File: config.mk
export PLATFORM = sky130hd
export DESIGN_NAME = lfsr_descrambler
export DESIGN_NICKNAME = d
export VERILOG_FILES = /design/src/rtl/lfsr_scr_pkg.sv /design/src/rtl/lfsr_keystream.sv /design/src/rtl/lfsr_descrambler.sv
export SDC_FILE = /design/constraint.sdc
export NUM_CORES = 1
export LEC_CHECK = 0
export BUFFER_PORTS_ARGS = -buffer_cell sky130_fd_sc_hd__buf_2
export CORE_AREA = 2 2 42 73
export DETAILED_ROUTE_END_ITERATION = 8
export DIE_AREA = 0 0 44 75
export GPL_TIMING_DRIVEN = 0
export PLACE_DENSITY_LB_ADDON = 0.25
export RECOVER_POWER = 25
export SYNTH_ARGS = -nofsm -noshare
export SYNTH_HDL_FRONTEND = slang
export SYNTH_SLANG_ARGS = --single-unit
File: constraint.sdc
create_clock -name clk -period 1.93 [get_ports clk]
set_input_delay 0.2895 -clock clk [delete_from_list [all_inputs] [get_ports clk]]
set_output_delay 0.2895 -clock clk [all_outputs]
set_load 0.05 [all_outputs]
File: src/rtl/lfsr_scr_pkg.sv
// Shared LFSR definitions for the TX scrambler and RX descrambler.
// Both sides use the same step function, so their keystreams stay bit-identical.
package lfsr_scr_pkg;

    localparam int unsigned LFSR_W = 8;
    localparam int unsigned TAP_HI = 7;
    localparam int unsigned TAP_LO = 5;

    typedef enum logic [0:0] {ST_IDLE, ST_RUN} state_e;

    function automatic logic [LFSR_W-1:0] lfsr_step(input logic [LFSR_W-1:0] s);
        return {s[LFSR_W-2:0], s[TAP_HI] ^ s[TAP_LO]};
    endfunction

endpackage

File: src/rtl/lfsr_keystream.sv
// Keystream LFSR register. Supports load (seed), load-and-advance, advance and hold.
// SEED must be non-zero; the parent substitutes 8'h01 for zero.
module lfsr_keystream
    import lfsr_scr_pkg::*;
#(
    parameter logic [LFSR_W-1:0] SEED = 8'hFF
) (
    input  logic              clk,
    input  logic              rst_n,
    input  logic              i_load,
    input  logic              i_adv,
    output logic [LFSR_W-1:0] o_key
);

    logic [LFSR_W-1:0] r_lfsr;

    // load+adv means the current beat consumed the seed byte itself
    always_ff @(posedge clk or negedge rst_n) begin
        if (!rst_n) begin
            r_lfsr <= SEED;
        end else if (i_load) begin
            r_lfsr <= i_adv ? lfsr_step(SEED) : SEED;
        end else if (i_adv) begin
            r_lfsr <= lfsr_step(r_lfsr);
        end
    end

    assign o_key = r_lfsr;

endmodule

File: src/rtl/lfsr_descrambler.sv
// Receive-side additive descrambler with valid/ready on both sides and a 1-deep output register.
// Define DESCR_BYPASS_EN to add a per-beat bypass input that forwards data unscrambled.
module lfsr_descrambler
    import lfsr_scr_pkg::*;
#(
    parameter int unsigned WIDTH = 8,
    parameter logic [7:0]  SEED  = 8'hFF
) (
    input  logic             clk,
    input  logic             rst_n,
`ifdef DESCR_BYPASS_EN
    input  logic             bypass,
`endif
    input  logic             in_valid,
    output logic             in_ready,
    input  logic [WIDTH-1:0] in_data,
    input  logic             in_sof,
    input  logic             in_last,
    output logic             out_valid,
    input  logic             out_ready,
    output logic [WIDTH-1:0] out_data,
    output logic             out_sof,
    output logic             out_last,
    output logic             drop_pulse
);

    if (WIDTH != LFSR_W) begin : g_width_check
        $error("lfsr_descrambler: only WIDTH=8 is supported");
    end

    // An all-zero LFSR would lock up, so a zero seed is replaced with 1
    localparam logic [LFSR_W-1:0] SEED_EFF = (SEED == '0) ? 8'h01 : SEED;

    state_e            r_state;
    logic              r_out_valid;
    logic [WIDTH-1:0]  r_out_data;
    logic              r_out_sof;
    logic              r_out_last;
    logic              r_drop;

    logic              w_bypass;
    logic              w_in_acc;
    logic              w_fwd;
    logic              w_drop;
    logic              w_load;
    logic              w_adv;
    logic [LFSR_W-1:0] w_ks_key;
    logic [LFSR_W-1:0] w_key;
    logic [WIDTH-1:0]  w_data;

`ifdef DESCR_BYPASS_EN
    assign w_bypass = bypass;
`else
    assign w_bypass = 1'b0;
`endif

    assign in_ready = ~r_out_valid | out_ready;
    assign w_in_acc = in_valid & in_ready;
    assign w_fwd    = w_in_acc & (in_sof | (r_state == ST_RUN));
    assign w_drop   = w_in_acc & ~in_sof & (r_state == ST_IDLE);

    // sof always restarts from the seed, even when it truncates a running frame
    assign w_key  = in_sof ? SEED_EFF : w_ks_key;
    assign w_data = w_bypass ? in_data : (in_data ^ w_key);
    assign w_load = w_fwd & (in_sof | in_last);
    assign w_adv  = w_fwd & ~w_bypass & ~in_last;

    lfsr_keystream #(
        .SEED (SEED_EFF)
    ) u_keystream (
        .clk    (clk),
        .rst_n  (rst_n),
        .i_load (w_load),
        .i_adv  (w_adv),
        .o_key  (w_ks_key)
    );

    always_ff @(posedge clk or negedge rst_n) begin
        if (!rst_n) begin
            r_state     <= ST_IDLE;
            r_out_valid <= 1'b0;
            r_out_data  <= '0;
            r_out_sof   <= 1'b0;
            r_out_last  <= 1'b0;
            r_drop      <= 1'b0;
        end else begin
            r_drop <= w_drop;
            if (w_fwd) begin
                r_out_valid <= 1'b1;
                r_out_data  <= w_data;
                r_out_sof   <= in_sof;
                r_out_last  <= in_last;
                r_state     <= in_last ? ST_IDLE : ST_RUN;
            end else if (out_ready) begin
                r_out_valid <= 1'b0;
            end
        end
    end

    assign out_valid  = r_out_valid;
    assign out_data   = r_out_data;
    assign out_sof    = r_out_sof;
    assign out_last   = r_out_last;
    assign drop_pulse = r_drop;

endmodule

**Yosys cells after proc, flatten, opt, wreduce, memory -nomap -nowiden**

Cells that the tools add are included.

- Output and inout bits: 13
- Flip-flop bits (word level): 21
- Logic and storage cells: 31

- Reduce and logical (&&, ||, !) cells: 2
- Bitwise operators: 15
- Multiplexer cells: 7

Operators with widths:

| kind | count |
|---|---|
| 8-bit two-way mux | 3 |
| 8-bit bitwise XOR | 1 |
| 1-bit AND | 6 |
| 1-bit two-way mux | 4 |
| 1-bit inverter | 4 |
| 2-bit nonzero test | 2 |
| 1-bit OR | 3 |
| 1-bit bitwise XOR | 1 |

**Longest topological paths before layout**

- Depth in word-level cells: 7
- Depth in mapped cells: 5
- Mapped depth without buffers: 3

**Hierarchy**

From an unflattened synthesis, not the netlist that was laid out.

- Cell total of the unflattened synthesis: 81
- Area total of the unflattened synthesis: 1043.5 µm²

By module, submodules not included:

| module | cells an instance | instances | area each (µm²) |
|---|---|---|---|
| lfsr_descrambler | 53 | 1 | 678.2 |
| lfsr_keystream | 28 | 1 | 365.4 |

**Least setup slack after synthesis**

Ideal clock, no wire load.

- Path kind: reg-to-reg
- Start: register r_out_valid (netlist: out_valid)
- End: register r_out_data[0] (netlist: out_data[0])
- Library setup time: 0.125 ns
- Arrival time: 1.542 ns
- Cell stages (with the launch flop): 6
- Buffers on the path: 2
- Slack: 0.263 ns
- Required time: 1.805 ns
- Path through: dfrtp_1 > nand2b_4 > buf_8 > o211ai_4 > buf_6 > mux2_4

- Longest elaborated chain between the ends: 4

RTL lines:

| what | RTL line | text |
|---|---|---|
| from (decl) | lfsr_descrambler.sv:35 | `logic r_out_valid;` |
| from (signal assigned) | lfsr_descrambler.sv:81 | `r_out_valid <= 1'b0;` |
| from (signal assigned) | lfsr_descrambler.sv:89 | `r_out_valid <= 1'b1;` |
| from (signal assigned) | lfsr_descrambler.sv:95 | `r_out_valid <= 1'b0;` |
| 1-bit inverter | lfsr_descrambler.sv:57 | `assign in_ready = ~r_out_valid \| out_ready;` |
| 1-bit OR | lfsr_descrambler.sv:57 |  |
| via in_ready | lfsr_descrambler.sv:15 | `output logic in_ready,` |
| 1-bit AND | lfsr_descrambler.sv:58 | `assign w_in_acc = in_valid & in_ready;` |
| 1-bit AND | lfsr_descrambler.sv:59 | `assign w_fwd = w_in_acc & (in_sof \| (r_state == ST_RUN));` |
| to (signal assigned) | lfsr_descrambler.sv:90 | `r_out_data <= w_data;` |
| to (decl) | lfsr_descrambler.sv:36 | `logic [WIDTH-1:0] r_out_data;` |

The timed path passes the listed nets, and every way through them passes these cells.
A chain may end at the register's enable or synchronous reset.

**Worst setup path in the final report**

- Start: register r_state
- End: register r_out_data[0] (netlist: out_data[0])

- Longest elaborated chain between the ends: 2

RTL lines:

| what | RTL line | text |
|---|---|---|
| from (decl) | lfsr_descrambler.sv:34 | `state_e r_state;` |
| from (signal assigned) | lfsr_descrambler.sv:93 | `r_state <= in_last ? ST_IDLE : ST_RUN;` |
| 1-bit OR | lfsr_descrambler.sv:59 |  |
| 1-bit AND | lfsr_descrambler.sv:59 |  |

No other way between the ends.

==> summary.md <==
| Metric | Value |
|---|---|
| Initial core utilization | 0.390 |
| Clock sink count | 21 |
| Vias in the first global route | 679 |
| Total Routed Length | ~1800 um |
| DR DRC count | 0 |
| Post-route minimum period | between 1000 and 1500 ps |
| Hold Vio Cnt, Final | 0 |
| Net Sw Power | around 0.56 mW |
| Slew HR | 0.269 |
| Row Count | 25 |
| Net Sw Frac | 0.395 |
| Final-report setup violation count | 0 |
| Post-DRT Antenna Nets | 0 |
| Tot Pwr | 1.42 mW |
| Final Core Density | 0.471 |
| Crit Path Category | reg -> reg |
| Vias per cell | 4.92 |
| Cell Count, Final, Fillers Out | around 130 |
| Worst Hold Class | in -> reg |
| Die Y | roughly 75 um |
| Vias | 659 |
| CP arrival | 1640 ps |
| Layout cell share with drive strength beyond 1 | 0.561 |
| Seq/Total Area, Yosys | 0.511 |
| Max Clock Skew | 2.89 ps |
| WL/cell | 13.4 um |
| Top cells by count, synth | 13 x dfrtp_1, 9 x mux2_4, 9 x xnor2_1 |
| Sequential share of power | 0.411 |
| Worst-Margin Slew | between 1000 and 1500 ps |
| Library cells used by synthesis | 17 |
| CTS tree | done |
| Gate Count Post-Synth | 76 |
| Placer congestion estimate | approximately 0.7 |
| Worst R2R Path Depth | 3 |
| CP required | 2080 ps |
| Avg Inst Size Synth | 13.8 sq um |
| Clock Root Buffer | clkbuf_8 |
| Reg-to-reg setup timing slack | 440 ps |
| GRT Resource Usage Total | 0.131 |
| Place WS | 426 ps |
| Area grow syn2layout | 20.9% |
| Inserted Diodes | 0 |
| Post-CTS Setup Repair Bufs | 0 |
| TritonRoute pass-1 iters | 4 |
| Total global routing overflow | 0 |
| Die area | 3300 sq um |
| Input/output buffers | 26 |
| Number of H-tree levels | 1 |
| Most frequent cell after synthesis | dfrtp_1 |
| I/O Pins | 27 |
| Cells after DPL | 129 |
| Initial DRC Count | 5 |
| Leakage | 0.570 nW |
| Fill cells | ~250 |
| Top area cells in the synthesized netlist | dfrtp_1 31%, dfstp_2 20%, mux2_4 13% |
| Clock Tree Buf Depth | 2 |
| Min-Delay Endpoint | drop_pulse |
| Area leader, netlist | dfrtp_1 |
| Core Box Area | between 2000 and 3000 sq um |
| Placed cell area | 1210 sq um |
| Worst-path maximum fanout | 10 |
| Setup WS post-layout | 444 ps |
| Power Density | 1120 nW/um^2 |
| Slew Viols, Final | 0 |
| YS warnings | 0 |
| Final #Nets | roughly 120 |
| Post-route setup TNS | 0 ps |
| VDD IR max | 0.000575 V |
| Clock power frac | 0.201 |
| Synth Register Bits | 21 |
| RSZ-0062 raised after global routing | no |
| Inserted Clock Buffers | 3 |
| EDFF count, synth | 0 |
| Largest net degree at the start of global routing | 22 |
| Crit. End Element | register |
| Netlist Area Pre-Place | 1050 sq um |
| Hold path depth | 3 |
| Global-route wire length before repair | 3140 um |
| FMAX | 673 MHz |
| DIE WIDTH | 44 um |
| Internal power | 0.859 mW |
| Skew-Pair Late Insertion Delay | 260 ps |
| Post-route cell area | 1270 sq um |
| R2r endpoint | out_data[0] |
| Detail Placement HPWL | 1320 um |
| Top FF cell, synth | dfrtp_1 |
| Worst Setup Start Kind | register |
| Reg clk slew, reported paths | approximately 80 ps |
| Maxcap violations | 0 |
| Yosys top cell area share | 0.310 |
| Worst hold start | in_valid |
| Combinational Power Share | 0.388 |
| Reg2reg start | r_state |
| Crit path launch | r_state |
| Ys async rst share | 1.00 |
| Fin Hold WS | 304 ps |
| Antenna violations before repair | 0 |
| Status | finished clean |
| Syn nets | 90 |
| Final period utilization | 0.770 |
[sequential cells by signal (all words and copies together) (netlist names)]
| register | flops |
|---|---|
| u_keystream.o_key | 8 |
| drop_pulse | 1 |
| r_state | 1 |
| out_valid | 1 |
| out_data | 8 |
| out_last | 1 |
| out_sof | 1 |
[cells by family after synthesis]
group | share of synthesized area
AND/OR/NAND/NOR | 0.100
XOR/XNOR | 0.0752
AO/OA/AOI/OAI | 0.0489
buffers and inverters | 0.0501
multiplexers | 0.215
flip-flops | 0.511
[per-layer routing]
layer	track usage	share of wire	vias to the layer above
li1	-	-	328
met4	0.0707	0.022	0
met1	0.155	0.43	310
met5	0	0	-
met3	0.0216	0.036	4
met2	0.222	0.51	17
[power groups by stage]
stage	Combinational, mW	Clock (mW)	Sequential, mW
3_3_place_gp	0.550	0	0.587
4_1_cts	0.560	0.294	0.585
5_1_grt	0.585	0.315	0.597
2_1_floorplan	0.172	0	0.844
6_report	0.551	0.286	0.583
3_5_place_dp	0.557	0	0.593
[worst max path at each step]
stage	slack (ps)	cells past startpoint	endpoint
after floorplan	260	5	out_data[0]
after global placement	440	6	out_last
after detailed placement	430	6	out_data[0]
after CTS	410	3	out_data[0]
after global routing	260	2	out_data[4]
final	440	3	out_data[0]
[critical path, stage by stage (launching register included)]
cell and delay, ps:
dfrtp_1 430, o211ai_4 390, buf_6 240, mux2_4 310
[timing repair]
action / 4_1_cts / 5_1_grt
hold endpoints to repair: 13 / 0
hold buffers: 1 / 0
gates resized for setup: 0 / 0
[cell type report]
cell class	instances	area (sq um)	area share
Tap cell	27	33.8	0.0267
Multi-Input combinational cell	51	460	0.363
Timing Repair Buffer	27	139	0.110
Sequential cell	21	536	0.423
Buffer	4	52.6	0.0415
Clock inverter	1	5.00	0.00395
Clock buffer	3	41.3	0.0326
[placed cells by master (no fill, tap or decap), drive strengths merged]
master / instances
nand2b: 1
nor3: 1
dfstp: 8
clkbuf: 4
clkinv: 1
o21bai: 1
buf: 29
nand2: 2
xnor2: 9
dfrtp: 13
nand3: 1
o211ai: 1
a31oi: 2
mux2: 17
a32o: 1
dlygate4sd3: 1
nor2: 8
or3: 7
Power figures use the tool's default switching activity.
